[src/rtl/display_sched.sv]
`default_nettype none
// ============================================================================
// Module      : display_sched
// Description : Round-robin arbiter between two 8-bit sources feeding a
//               three-digit 7-segment display.  A granted value is shown
//               either as hex (one cycle) or as decimal via an 8-step
//               shift-and-add-3 conversion.  The digits only change when a
//               conversion completes, so partial results are never shown.
// Revision    : 1.0 - initial release
// ============================================================================
module display_sched (
  input  logic       clk,
  input  logic       reset,
  input  logic       req_a,
  input  logic [7:0] data_a,
  input  logic       req_b,
  input  logic [7:0] data_b,
  input  logic       mode,
  output logic       gnt_a,
  output logic       gnt_b,
  output logic [3:0] digit_un,
  output logic [3:0] digit_dez,
  output logic [3:0] digit_cen,
  output logic       src,
  output logic       busy,
  output logic       upd
);

  localparam logic [1:0] S_IDLE  = 2'd0;
  localparam logic [1:0] S_CONV  = 2'd1;
  localparam logic [1:0] S_SHIFT = 2'd2;
  localparam logic [1:0] S_DONE  = 2'd3;

  logic [1:0]  state;
  logic [1:0]  state_next;
  logic        ptr;       // 0: A has priority on a tie, 1: B has priority
  logic        win;       // source captured for the conversion in flight
  logic        is_dec;    // captured display mode
  logic [7:0]  value;     // captured source value
  logic [7:0]  shreg;     // binary bits still to be shifted into the BCD scratch
  logic [11:0] bcd;       // BCD scratch {hundreds, tens, units}
  logic [2:0]  cnt;       // SHIFT iteration counter
  logic        pick_a;
  logic        pick_b;
  logic [3:0]  adj_un;
  logic [3:0]  adj_dez;
  logic [3:0]  adj_cen;
  logic [11:0] adj_all;
  logic [11:0] bcd_next;

  // Round-robin pick: a lone requester wins, a tie goes to the pointer's source
  always_comb begin
    pick_a = req_a & (~req_b | ~ptr);
    pick_b = req_b & ~pick_a;
  end

  // One double-dabble step: add 3 to each nibble >= 5, then shift in the next bit
  always_comb begin
    adj_un   = (bcd[3:0]  >= 4'd5) ? bcd[3:0]  + 4'd3 : bcd[3:0];
    adj_dez  = (bcd[7:4]  >= 4'd5) ? bcd[7:4]  + 4'd3 : bcd[7:4];
    adj_cen  = (bcd[11:8] >= 4'd5) ? bcd[11:8] + 4'd3 : bcd[11:8];
    adj_all  = {adj_cen, adj_dez, adj_un};
    bcd_next = (adj_all << 1) | {11'd0, shreg[7]};
  end

  // State register
  always_ff @(posedge clk) begin
    if (reset) begin
      state <= S_IDLE;
    end else begin
      state <= state_next;
    end
  end

  // Next-state logic
  always_comb begin
    state_next = state;
    case (state)
      S_IDLE:  if (req_a | req_b) state_next = S_CONV;
      S_CONV:  state_next = is_dec ? S_SHIFT : S_DONE;
      S_SHIFT: if (cnt == 3'd7) state_next = S_DONE;
      S_DONE:  state_next = S_IDLE;
      default: state_next = S_IDLE;
    endcase
  end

  // Outputs decoded from state; grants only in IDLE and never while in reset
  always_comb begin
    gnt_a = (state == S_IDLE) & ~reset & pick_a;
    gnt_b = (state == S_IDLE) & ~reset & pick_b;
    busy  = (state != S_IDLE);
    upd   = (state == S_DONE);
  end

  // Capture on grant, run the conversion, and publish digits only at completion
  always_ff @(posedge clk) begin
    if (reset) begin
      ptr       <= 1'b0;
      win       <= 1'b0;
      is_dec    <= 1'b0;
      value     <= 8'd0;
      shreg     <= 8'd0;
      bcd       <= 12'd0;
      cnt       <= 3'd0;
      digit_un  <= 4'd0;
      digit_dez <= 4'd0;
      digit_cen <= 4'd0;
      src       <= 1'b0;
    end else begin
      case (state)
        S_IDLE: begin
          if (gnt_a | gnt_b) begin
            win    <= gnt_b;
            value  <= gnt_b ? data_b : data_a;
            is_dec <= mode;
            ptr    <= gnt_a;   // next tie goes to the source that just lost
          end
        end
        S_CONV: begin
          if (is_dec) begin
            bcd   <= 12'd0;
            shreg <= value;
            cnt   <= 3'd0;
          end else begin
            digit_cen <= 4'd0;
            digit_dez <= value[7:4];
            digit_un  <= value[3:0];
            src       <= win;
          end
        end
        S_SHIFT: begin
          bcd   <= bcd_next;
          shreg <= shreg << 1;
          cnt   <= cnt + 3'd1;
          if (cnt == 3'd7) begin
            digit_cen <= bcd_next[11:8];
            digit_dez <= bcd_next[7:4];
            digit_un  <= bcd_next[3:0];
            src       <= win;
          end
        end
        default: ;
      endcase
    end
  end

endmodule
`default_nettype wire

[config.mk]
export PLATFORM = sky130hd
export DESIGN_NAME = display_sched
export DESIGN_NICKNAME = d
export VERILOG_FILES = /design/src/rtl/display_sched.sv
export SDC_FILE = /design/constraint.sdc
export NUM_CORES = 1
export LEC_CHECK = 0
export ABC_AREA = 1
export BUFFER_PORTS_ARGS = -buffer_cell sky130_fd_sc_hd__buf_2
export CAP_MARGIN = 20
export CORE_MARGIN = 2
export CORE_UTILIZATION = 43
export CTS_CLUSTER_SIZE = 30
export DETAILED_ROUTE_END_ITERATION = 8
export GPL_ROUTABILITY_DRIVEN = 0
export MAX_ROUTING_LAYER = met4
export PLACE_DENSITY = 0.63
export SYNTH_ARGS = -nofsm -noshare
export SYNTH_HDL_FRONTEND = slang
export SYNTH_SLANG_ARGS = --single-unit
[constraint.sdc]
create_clock -name clk -period 1.56 [get_ports clk]
set_clock_uncertainty 0.1 [all_clocks]
set_input_delay 0.156 -clock clk [delete_from_list [all_inputs] [get_ports clk]]
set_output_delay 0.156 -clock clk [all_outputs]
set_load 0.02 [all_outputs]
; Word level (Yosys, flattened, before mapping)
; Cells that the tools add are included.
[classes]
n_bitwise = 13
add_sub_neg = 4
mux = 26
reduce_logical = 7
n_eq_ne = 8
magnitude_cmp = 3
[op_table]
columns = cell, count
row1 = 4-bit two-way mux, 8
row2 = 12-bit one-hot mux with 2 select lines, 1
row3 = 4-bit one-hot mux with 2 select lines, 3
row4 = 8-bit two-way mux, 2
row5 = 8-bit one-hot mux with 2 select lines, 1
row6 = "4-bit by 3-bit greater-or-equal comparator with 1-bit output, second input constant", 3
row7 = 12-bit two-way mux, 1
row8 = 12-bit by 1-bit OR with 12-bit output, 1
row9 = "4-bit by 2-bit adder with 4-bit output, second input constant", 2
row10 = "2-bit inequality test, second input constant", 4
row11 = 2-bit one-hot mux with 4 select lines, 1
row12 = 3-bit two-way mux, 2
row13 = 3-bit one-hot mux with 2 select lines, 1
row14 = 2-bit AND reduction, 3
row15 = 1-bit AND, 5
row16 = "2-bit == test, second input constant", 2
row17 = 2-bit two-way mux, 2
row18 = 1-bit inverter, 4
row19 = 2-bit nonzero test, 2
row20 = "3-bit by 1-bit adder with 3-bit output, second input constant", 1
row21 = "3-bit by 2-bit adder with 3-bit output, second input constant", 1
row22 = "3-bit == test, second input constant", 1
row23 = 1-bit two-way mux, 3
row24 = 1-bit OR, 3
row25 = other kinds (4), 4
[totals]
out_inout_bits = 17
reg_bits = 49
inputBits = 21
wordCells = 73

; Depth between registers and ports, before layout
[logic_depth]
ltp_word = 8
depth_mapped = 10
mapped_depth_nobuf = 10

; Least setup slack after synthesis
; OpenSTA, ideal clock, no wires.
[synth_path]
path_kind = reg2reg
startpoint = register state[0]
endpoint = register bcd[3]
n_path_buf = 2
slack_ns = 0.079
stages_incl_launch_ff = 9
required_ns = 1.343
period_less_slack_ns = 1.481
setup_time_ns = 0.117
t_arrival_ns = 1.264
path_cell_list = dfxtp_1 inv_1 ha_1 buf_4 nand2_2 nand2_2 buf_4 o21ai_0 nor2_1
[synth_via]
elab_chain_cells = 3
word_cells_on_any_way = 6
classes_between = 3 x eq/ne / 1 x mux / 2 x reduce/logical
[synth_rtl]
columns = item, line_no
row1 = from (decl), 34  ; logic [1:0] state;
row2 = from (signal assigned), 71  ; state <= state_next;
row3 = 2-bit by 1-bit == test with 1-bit output / 2-bit == test (equally long branches), 110  ; case (state)
row4 = 2-bit inequality test (no source line) / 2-bit nonzero test (equally long branches), --
row5 = 2-bit AND reduction (no source line), --
row6 = to (signal assigned), 132  ; bcd <= bcd_next;
row7 = to (decl), 41  ; logic [11:0] bcd;
; Parallel ways exist; a longest one is shown, timed or not.
; A chain may end at the register's enable or synchronous reset.

; Final worst setup path
[layout_path]
startpoint = register state[0]
endpoint = output port gnt_b
[layout_via]
elab_chain_cells = 3
[layout_rtl]
columns = item, line_no
row1 = 2-bit zero test, 90  ; gnt_b = (state == S_IDLE) & ~reset & pick_b;
row2 = 1-bit AND (2 in a row), 90
row3 = to (decl), 20  ; output logic gnt_b,
; No other way between the ends.

==> results.cfg <==
[outcome]
outcome = finished clean

[global_route]
gr-usage-met1_pct = 26.2
gr-total-overflow = 0
grt.busiest_layer = met2
grtUsageMet3_pct = 4.04
grt_pass1_vias = 2190
grtUsageTotal_pct = 20.0
grt_pass1_wl_um = 9870
gr-usage-met2_pct = 31.1
grt_max_degree = 34
antenna_found_initial = 0

[synthesis]
avgSynthCellArea_um2 = 6.86
synth_nets = 399
ys_types = 22
ys_seq_area_share_pct = 39.0
yosysWarningCount = 0
synth_area_mm2 = 0.00251
synth_seq_cells = 49
syn_inst = 366

[floorplanning]
dieArea_mm2 = 0.00647
die_x_um = 80.4
rows = 27
die_y_um = 80.4
fp.coreArea_mm2 = 0.00557
initial_core_util_pct = 45.1
io_pins = 38

[route]
drt-pass1-iter-count = 4
drcViolationCount = 0
avgRoutedWirePerCell_um = 12.3
routed_wl_um = 5980
dr_total_vias = 2391
ant_nets = 0
viasPerCell = 4.90
drtIter0Drc = 122

[timing]
tightest_slew_ns = 0.333
period_share_pct = 99.1
hold_viol = 0
worst_slack_ns = 0.0133
fin_hold_ws_ns = 0.0544
rsz0062_at_grt = true
slew_violations = 0
relSlewSlack_pct = 77.8
min_period_ns = 1.55
fmax_ghz = 0.647
setup_viol = 0

[clocking]
cts-root-buf = clkbuf_8
clk_pin_slew_ns = 0.08
cts_buffers = 5
cts_buffer_depth = 2
clk_latency_ns = 0.30
tritoncts = built
cts.sinks = 49
h-tree-depth = 2

[final_layout]
post-route-util_pct = 56.3
nFillCells = 536
nets = 449
final_cells = 488
final_common_cell = nand2_1
final_cell_mix = 88 x nand2_1, 46 x nor2_1, 46 x dfxtp_1
areaGrowthSynthToFinish_pct = 25.0
n_antenna_cell = 0
drive_gt1_share_pct = 24.0

[worst_setup_path]
r2r-start = state[0]
r2r_cells = 9
crit_required_ns = 1.30
critPathMaxFanout = 3
arrival_ns = 1.29
endpoint_kind = output pin
timing.reg2reg.setup_slack_ns = 0.07
crit_start = state[0]
r2r-end = digit_dez[1]
cp-start-kind = flip-flop
crit_type = reg2out

[worst_hold_path]
holdPathEnd = value[0]
hp-start = data_a[0]
hold_depth = 5
hold_path_class = in2reg

[power]
p_int_uw = 3520
peakVddDrop_mv = 0.747
p_seq_share_pct = 31.8
total_power_uw = 6160
leakage_uw = 0.00148
sw_frac_of_total_pct = 42.9
p_per_area_mw_per_mm2 = 1960
combPwrFrac_pct = 53.7
p_sw_uw = 2640
clockPowerShare_pct = 14.5

[job]
cap_violations = 0

[place]
place_ws_ns = -0.0277
hpwl_um = 3950
port_buffers = 37
placedCellCount = 472
-- metal layers --
metal	wire length (um)	share of wire [%]
met4	99	1.7
met3	243	4.1
met2	2690	45
met5	0	0
met1	2940	49
-- cell type report --
cell class	count	area, um^2	share of cell area (%)
clock inverter	2	35.0	1.12
timing repair buffer	57	424	13.5
inverter	46	185	5.90
multi-input combinational	257	1350	43.1
sequential	49	985	31.4
clock buffer	5	68.8	2.19
tap	72	90.1	2.87
-- what timing repair did --
item | CTS | global route
pin swaps | 4 | 5
hold buffers | 1 | 0
setup buffers | 5 | 1
gates resized for setup | 14 | 38
endpoints found under the setup margin | 9 | 37
cloned | 0 | 2
endpoints found under the hold margin | 1 | 0
-- Yosys cell counts --
master	count	share of area (%)
nand2_2	3	0.75
a211oi_1	1	0.30
buf_2	3	0.60
a21oi_4	1	0.65
clkbuf_1	3	0.45
a31oi_1	5	1.2
inv_2	1	0.15
nor2_1	49	7.3
nor2_4	2	0.90
nand2_4	2	0.90
dfxtp_1	49	39
buf_6	3	1.3
nand2_1	92	14
buf_4	5	1.5
nor3_1	1	0.20
a21oi_1	35	7.0
inv_1	44	6.6
ha_1	12	6.0
inv_6	1	0.35
o21ai_0	28	5.6
nand3_1	20	4.0
nand4_1	6	1.5
-- worst max-delay path, cell delays in order, from the launching register on --
cell     delay (ns)
dfxtp_2        0.33
inv_2          0.08
ha_4           0.16
nand2_4        0.08
nor2_4         0.09
nand2_2        0.08
inv_2          0.07
buf_6          0.10
-- logic make-up (layout without fill, tap and decap cells) --
family	count (synthesis)	in the layout	share of synthesized area, %
AO/OA/AOI/OAI	70	70	14.7
buffers and inverters	60	110	11.0
AND/OR/NAND/NOR	175	175	29.3
flip-flops	49	49	39.0
adder cells (fa/ha/maj)	12	12	5.98
-- through the flow --
stage          instance area, um^2  TNS, ns
6_report                      3140        0
5_1_grt                       3140  -0.0797
4_1_cts                       3000  -0.0211
3_5_place_dp                  2810  -0.0974
3_3_place_gp                  2810        0
2_1_floorplan                 2510        0
-- state kept, by name (all words and copies together) (netlist names) --
register / cells
win: 1
digit_dez: 4
bcd: 12
value: 8
shreg: 8
src: 1
is_dec: 1
digit_cen: 4
cnt: 3
state: 2
ptr: 1
digit_un: 4
-- worst max-delay path by stage --
stage                             end  slack [ns]  depth (start not counted)
final                           gnt_b        0.01                          7
after global routing            gnt_b       -0.05                          7
after CTS                       gnt_b       -0.02                          7
after detailed placement  digit_un[2]       -0.03                          9
after global placement    digit_un[2]        0.02                          9
after floorplan                bcd[3]        0.08                          8
-- power groups by stage --
stage / clock, uW / combinational (uW) / sequential, uW
detailed placement: 0 / 2740 / 1970
global placement: 0 / 2710 / 1960
global route: 957 / 3700 / 2020
finish: 892 / 3310 / 1960
CTS: 910 / 2910 / 1940
floorplan: 0 / 1780 / 2090
(Power assumes the default switching activity.)
